[config.mk]
export PLATFORM = sky130hd
export DESIGN_NAME = sprite_record_tx
export DESIGN_NICKNAME = d
export VERILOG_FILES = /design/src/rtl/sprite_record_tx.sv
export SDC_FILE = /design/constraint.sdc
export NUM_CORES = 1
export LEC_CHECK = 0
export ABC_AREA = 0
export BUFFER_PORTS_ARGS = -buffer_cell sky130_fd_sc_hd__buf_2
export CAP_MARGIN = 20
export CORE_MARGIN = 4
export CORE_UTILIZATION = 55
export CTS_BUF_LIST = sky130_fd_sc_hd__clkbuf_8
export CTS_CLUSTER_SIZE = 14
export DETAILED_ROUTE_END_ITERATION = 12
export PLACE_DENSITY = 0.85
export SETUP_SLACK_MARGIN = 0.5
export SYNTH_ARGS = -nofsm -noshare
export SYNTH_HDL_FRONTEND = slang
export SYNTH_SLANG_ARGS = --single-unit
export TNS_END_PERCENT = 5
[constraint.sdc]
create_clock -name clock -period 2.7 [get_ports clock]
set_clock_uncertainty 0.2 [all_clocks]
set_input_delay 0.27 -clock clock [delete_from_list [all_inputs] [get_ports clock]]
set_output_delay 0.27 -clock clock [all_outputs]
set_load 0.02 [all_outputs]
[src/rtl/sprite_record_tx.sv]
// -----------------------------------------------------------------------------
// sprite_record_tx
//
// Serialises one sprite record (id, x, y, scale) into six bytes presented on
// enqueue_data/enqueue_en. Each byte lasts one data_clk period: CLK_DIV cycles
// with data_clk low, then CLK_DIV cycles with data_clk high. The receiver
// samples on the rising edge of data_clk. Byte order: id, x[15:8], x[7:0],
// y[15:8], y[7:0], scale.
//
// Optional feature (compile-time macro SPRITE_TX_RESYNC_EN): every record is
// preceded by one sync period (SYNC_LOW, SYNC_HIGH) with enqueue_en = 0 and
// enqueue_data = 0. The receiver uses it to clear its byte index.
//
// Parameters
//   CLK_DIV       clock cycles per data_clk half-period (1..255)
// Ports
//   clock         system clock, rising edge
//   resetn        asynchronous active-low reset
//   rec_valid     record offered
//   rec_ready     high only in IDLE; accept = rec_valid && rec_ready
//   rec_id/x/y/scale  record fields, captured on accept
//   data_clk      byte strobe
//   enqueue_en    high while a record byte is presented
//   enqueue_data  current byte
//   busy          high in any state other than IDLE
//   records_sent  count of completed records (wraps at 16 bits)
// -----------------------------------------------------------------------------
module sprite_record_tx #(
  parameter int unsigned CLK_DIV = 4
) (
  input  logic        clock,
  input  logic        resetn,
  input  logic        rec_valid,
  output logic        rec_ready,
  input  logic [7:0]  rec_id,
  input  logic [15:0] rec_x,
  input  logic [15:0] rec_y,
  input  logic [7:0]  rec_scale,
  output logic        data_clk,
  output logic        enqueue_en,
  output logic [7:0]  enqueue_data,
  output logic        busy,
  output logic [15:0] records_sent
);

  typedef enum logic [2:0] {
    IDLE      = 3'd0,
    LOW       = 3'd1,
    HIGH      = 3'd2
`ifdef SPRITE_TX_RESYNC_EN
    ,
    SYNC_LOW  = 3'd3,
    SYNC_HIGH = 3'd4
`endif
  } state_e;

  // Field order matches the wire order, so byte i is simply slice i from the top.
  typedef struct packed {
    logic [7:0]  id;
    logic [15:0] x;
    logic [15:0] y;
    logic [7:0]  scale;
  } rec_t;

  localparam logic [7:0] PHASE_LAST = 8'(CLK_DIV - 1);
  localparam logic [2:0] LAST_BYTE  = 3'd5;

  function automatic logic [7:0] byte_sel(input rec_t r, input logic [2:0] idx);
    logic [7:0] b;
    case (idx)
      3'd0:    b = r.id;
      3'd1:    b = r.x[15:8];
      3'd2:    b = r.x[7:0];
      3'd3:    b = r.y[15:8];
      3'd4:    b = r.y[7:0];
      default: b = r.scale;
    endcase
    return b;
  endfunction

  state_e      state_q, state_d;
  logic [7:0]  phase_q, phase_d;
  logic [2:0]  byte_idx_q, byte_idx_d;
  rec_t        hold_q, hold_d;
  logic        data_clk_q, data_clk_d;
  logic        en_q, en_d;
  logic [7:0]  data_q, data_d;
  logic [15:0] cnt_q, cnt_d;
  logic        rec_ready_q, rec_ready_d;

  rec_t rec_in;
  logic accept;

  assign rec_in = {rec_id, rec_x, rec_y, rec_scale};
  assign accept = rec_valid && rec_ready_q;

  // All outputs come straight from registers, so byte, enable and strobe
  // change together on one edge and never glitch, even with CLK_DIV = 1.
  always_comb begin
    // NOTE: every _d gets its hold value first; a path that forgets to assign
    // would otherwise infer a latch.
    state_d    = state_q;
    phase_d    = phase_q;
    byte_idx_d = byte_idx_q;
    hold_d     = hold_q;
    data_clk_d = data_clk_q;
    en_d       = en_q;
    data_d     = data_q;
    cnt_d      = cnt_q;

    case (state_q)
      IDLE: begin
        if (accept) begin
          hold_d     = rec_in;
          phase_d    = '0;
          byte_idx_d = '0;
          data_clk_d = 1'b0;
`ifdef SPRITE_TX_RESYNC_EN
          state_d    = SYNC_LOW;
          en_d       = 1'b0;
          data_d     = '0;
`else
          // Byte 0 is taken from the inputs because hold_q loads on this edge.
          state_d    = LOW;
          en_d       = 1'b1;
          data_d     = byte_sel(rec_in, 3'd0);
`endif
        end
      end

`ifdef SPRITE_TX_RESYNC_EN
      SYNC_LOW: begin
        if (phase_q == PHASE_LAST) begin
          phase_d    = '0;
          state_d    = SYNC_HIGH;
          data_clk_d = 1'b1;
        end else begin
          phase_d = phase_q + 8'd1;
        end
      end

      SYNC_HIGH: begin
        if (phase_q == PHASE_LAST) begin
          phase_d    = '0;
          state_d    = LOW;
          data_clk_d = 1'b0;
          en_d       = 1'b1;
          data_d     = byte_sel(hold_q, 3'd0);
        end else begin
          phase_d = phase_q + 8'd1;
        end
      end
`endif

      LOW: begin
        if (phase_q == PHASE_LAST) begin
          phase_d    = '0;
          state_d    = HIGH;
          data_clk_d = 1'b1;
        end else begin
          phase_d = phase_q + 8'd1;
        end
      end

      HIGH: begin
        if (phase_q == PHASE_LAST) begin
          phase_d    = '0;
          data_clk_d = 1'b0;
          if (byte_idx_q == LAST_BYTE) begin
            state_d = IDLE;
            en_d    = 1'b0;
            data_d  = '0;
            cnt_d   = cnt_q + 16'd1;
          end else begin
            // Byte/enable only ever change here, on entry to LOW, so they are
            // stable across the following data_clk rising edge.
            state_d    = LOW;
            byte_idx_d = byte_idx_q + 3'd1;
            data_d     = byte_sel(hold_q, byte_idx_q + 3'd1);
          end
        end else begin
          phase_d = phase_q + 8'd1;
        end
      end

      default: begin
        state_d = IDLE;
      end
    endcase

    // Registered so that it is low during reset and rises on the first edge
    // after reset release; otherwise it mirrors "in IDLE".
    rec_ready_d = (state_d == IDLE);
  end

  // NOTE: sequential state uses non-blocking assignments only, so every
  // register samples the pre-edge values of the others.
  always_ff @(posedge clock or negedge resetn) begin
    if (!resetn) begin
      // NOTE: the holding register is a handful of flops, not a RAM, so it is
      // cleared with everything else and a partial record leaves no trace.
      state_q     <= IDLE;
      phase_q     <= '0;
      byte_idx_q  <= '0;
      hold_q      <= '0;
      data_clk_q  <= 1'b0;
      en_q        <= 1'b0;
      data_q      <= '0;
      cnt_q       <= '0;
      rec_ready_q <= 1'b0;
    end else begin
      state_q     <= state_d;
      phase_q     <= phase_d;
      byte_idx_q  <= byte_idx_d;
      hold_q      <= hold_d;
      data_clk_q  <= data_clk_d;
      en_q        <= en_d;
      data_q      <= data_d;
      cnt_q       <= cnt_d;
      rec_ready_q <= rec_ready_d;
    end
  end

  assign rec_ready    = rec_ready_q;
  assign data_clk     = data_clk_q;
  assign enqueue_en   = en_q;
  assign enqueue_data = data_q;
  assign busy         = (state_q != IDLE);
  assign records_sent = cnt_q;

endmodule
==> flow_metrics.env <==
export IMPL_io_pins=79
export IMPL_synth_seq_area_share=0.529
export IMPL_worst_path_max_fanout=7
export IMPL_fin_crit_sh=0.878
export IMPL_start_kind="flip-flop"
export IMPL_finalSetupViolCount=0
export IMPL_synth_area_mm2=0.00421
export IMPL_rsz0062_at_grt="true"
export IMPL_synth_main_ff_cell="dfrtp_1"
export IMPL_power_switching_share=0.332
export IMPL_seqPwrFrac=0.499
export IMPL_via_per_inst=5.70
export IMPL_critical_path_class="reg2reg"
export IMPL_cts_buffers=9
export IMPL_globalplace_congestion=0.811
export IMPL_cts_tree="built"
export IMPL_clockRootBuffer="clkbuf_8"
export IMPL_clock_fmax_mhz=422
export IMPL_synth_area_leaders="dfrtp_1 53%, nand2_1 15%, xor2_1 2.5%"
export IMPL_netlist_cell_type_count=47
export IMPL_clk_pin_slew_ps=90
export IMPL_run_status="finished clean"
export IMPL_p_leak_nw=2.78
export IMPL_post_dp_hpwl_um=6910
export IMPL_r2r_end="records_sent[10]$_DFFE_PN0P_"
export IMPL_n_antenna_cell=0
export IMPL_clock_latency_ps=360
export IMPL_clockBufferDepth=2
export IMPL_power_switching_w=0.00122
export IMPL_final_nets=649
export IMPL_grt_pass1_wl_um=18800
export IMPL_grt_max_degree=53
export IMPL_final_max_slew_viol_count=0
export IMPL_reg2reg_slack_ps=330
export IMPL_grt_overflow=0
export IMPL_syn_avg_cell_area_um2=9.14
export IMPL_grt_antenna_before_repair=0
export IMPL_die_w_um=95.5
export IMPL_p_comb_frac=0.251
export IMPL_slew_headroom=0.605
export IMPL_hp_class="in2async"
export IMPL_worstPathArrival_ps=2460
export IMPL_grt_pass1_vias=3955
export IMPL_critPathCaptureType="flip-flop"
export IMPL_synth_cells=461
export IMPL_die_y_um=95.5
export IMPL_grt_usage=0.271
export IMPL_synth_edf_count=0
export IMPL_drive_gt1_frac=0.221
export IMPL_fin_util=0.749
export IMPL_vias=3964
export IMPL_dp_slack_ps=169
export IMPL_placed_cells=628
export IMPL_syn2layout_area_growth_pct=30.4
export IMPL_finalWorstSetupSlack_ps=330
export IMPL_htreeDepth=3
export IMPL_final_antenna_net_count=0
export IMPL_io_buffers=78
export IMPL_worst_pin_slew_ps=589
export IMPL_rr_worst_depth=6
export IMPL_crit_required_ps=2790
export IMPL_drc=0
export IMPL_fill_cells=487
export IMPL_yosysWarningCount=0
export IMPL_synth_fp_nets=519
export IMPL_yosys_area_top_type="dfrtp_1"
export IMPL_synth_seq_cells=89
export IMPL_p_int_w=0.00245
export IMPL_drv_cap=0
export IMPL_min_period_ps=2370
export IMPL_first_pass_iters=5
export IMPL_rr_startpoint="phase_q[0]$_DFFE_PN0P_"
export IMPL_ir_worst_vdd_uv=499
export IMPL_drt_iter0_drc=299
export IMPL_synth_async_reset_ratio=1.00
export IMPL_detail_route_wl_per_cell_um=16.6
export IMPL_synth_top_area_frac=0.529
export IMPL_pwr_share_clk=0.250
export IMPL_core_mm2=0.00733
export IMPL_hold_viol=0
export IMPL_num_rows=31
export IMPL_cts_num_sinks=89
export IMPL_dieArea_mm2=0.00912
export IMPL_pwr_density_cell_mw_per_mm2=669
export IMPL_initial_utilization=0.575
export IMPL_drt_total_wl_um=11500
export IMPL_setup_tns_ps=0
export IMPL_finalNonFillerCells=695
==> synth_stat cells (all sizes together) (2+ instances only) <==
cell type,n
mux2i,8
nor3,11
buf,4
a21oi,16
o211ai,8
inv,12
nor2,26
a22o,2
o21a,2
nand2,163
clkbuf,18
ha,7
and2,3
o31ai,2
xnor2,10
o221ai,7
a21o,3
a222oi,7
nor4,3
o21ai,14
nand3,10
nand4,3
dfrtp,89
or3,6
xor2,12
==> power by group through the flow <==
stage | registers [W] | logic, W | clock network, W
finish | 0.00183 | 0.000922 | 0.000918
detailed placement | 0.00185 | 0.000797 | 0
CTS | 0.00182 | 0.000894 | 0.000926
global route | 0.00186 | 0.00104 | 0.000976
global placement | 0.00184 | 0.000761 | 0
floorplan | 0.00187 | 0.000479 | 0
==> cell families (layout without fill, tap and decap cells) <==
family          count (synthesis)  after routing  share of synthesized area
other cells                     1              1                   0.000890
compound gates                 67             67                      0.109
mux                             9              9                     0.0217
xor+xnor                       22             22                     0.0458
simple gates                  232            232                      0.239
fa+ha+maj                       7              7                     0.0208
buf+inv                        34            169                     0.0342
flops                          89             89                      0.529
==> worst max-delay path by stage <==
stage / from / endpoint / slack [ps] / depth (start not counted)
final: phase_q[0]$_DFFE_PN0P_ / records_sent[10]$_DFFE_PN0P_ / 330 / 6
after global placement: phase_q[0]$_DFFE_PN0P_ / phase_q[5]$_DFFE_PN0P_ / 280 / 5
after global routing: phase_q[1]$_DFFE_PN0P_ / records_sent[11]$_DFFE_PN0P_ / 210 / 6
after detailed placement: phase_q[0]$_DFFE_PN0P_ / phase_q[6]$_DFFE_PN0P_ / 170 / 5
after CTS: phase_q[0]$_DFFE_PN0P_ / records_sent[11]$_DFFE_PN0P_ / 350 / 6
after floorplan: phase_q[0]$_DFFE_PN0P_ / records_sent[11]$_DFFE_PN0P_ / 260 / 8
==> area by class of cell <==
cell class / count / area, um^2 / area share
sequential: 89 / 2230 / 0.406
multi-input combinational: 338 / 1900 / 0.346
timing repair buffer: 141 / 1000 / 0.182
clock buffer: 9 / 124 / 0.0226
tap: 99 / 124 / 0.0226
clock inverter: 7 / 68.8 / 0.0125
inverter: 12 / 45.0 / 0.00820
==> cells in the final DEF (no fill, tap or decap), types with 9 or more instances in the layout <==
cell type      netlist  routed
xor2_1              12      12
nand3_1             10      10
nor2_1              26      25
a21oi_1             16      16
clkbuf_8             0       9
xnor2_1             10       9
buf_2                1      77
inv_1               12      12
dlygate4sd3_1        0      49
buf_4                0      14
dfrtp_1             89      89
nand2_1            163     163
o21ai_0             13      12
==> metal layers <==
layer / vias up / wire, um / GRT usage
met2: 208 / 5720 / 0.447
met1: 1905 / 4380 / 0.333
met3: 43 / 908 / 0.0505
li1: 1808 / - / -
met5: - / 0 / 0
met4: 0 / 512 / 0.159
==> repair_timing <==
action | CTS | global route
endpoints found under the hold margin | 88 | 0
gates resized for setup | 8 | 3
hold buffers | 49 | 0
buffers inserted | 2 | 0
pin swaps | 2 | 1
endpoints found under the setup margin | 30 | 32
==> worst max-delay path: stages (launching register included) <==
cell and delay [ps]:
dfrtp_1 370, ha_2 210, or4b_4 510, or2_4 290
or4_4 450, nor3_2 150, xnor2_1 130
==> sequential cells by signal, indices dropped and copies added, names as in the netlist <==
| name | cells |
|---|---|
| state_q | 3 |
| enqueue_en | 1 |
| enqueue_data | 8 |
| rec_ready | 1 |
| data_clk | 1 |
| records_sent | 16 |
| phase_q | 8 |
| hold_q | 48 |
| byte_idx_q | 3 |
==> per-stage QoR <==
step / power [W] / cell area, um^2 / hold slack [ps]
CTS: 0.00364 / 5480 / 227
global route: 0.00388 / 5490 / 267
floorplan: 0.00235 / 4220 / -226
global placement: 0.00260 / 4750 / 87.2
finish: 0.00367 / 5490 / 239
detailed placement: 0.00265 / 4750 / 92.0
No activity file was read; power rests on OpenSTA's default activity.
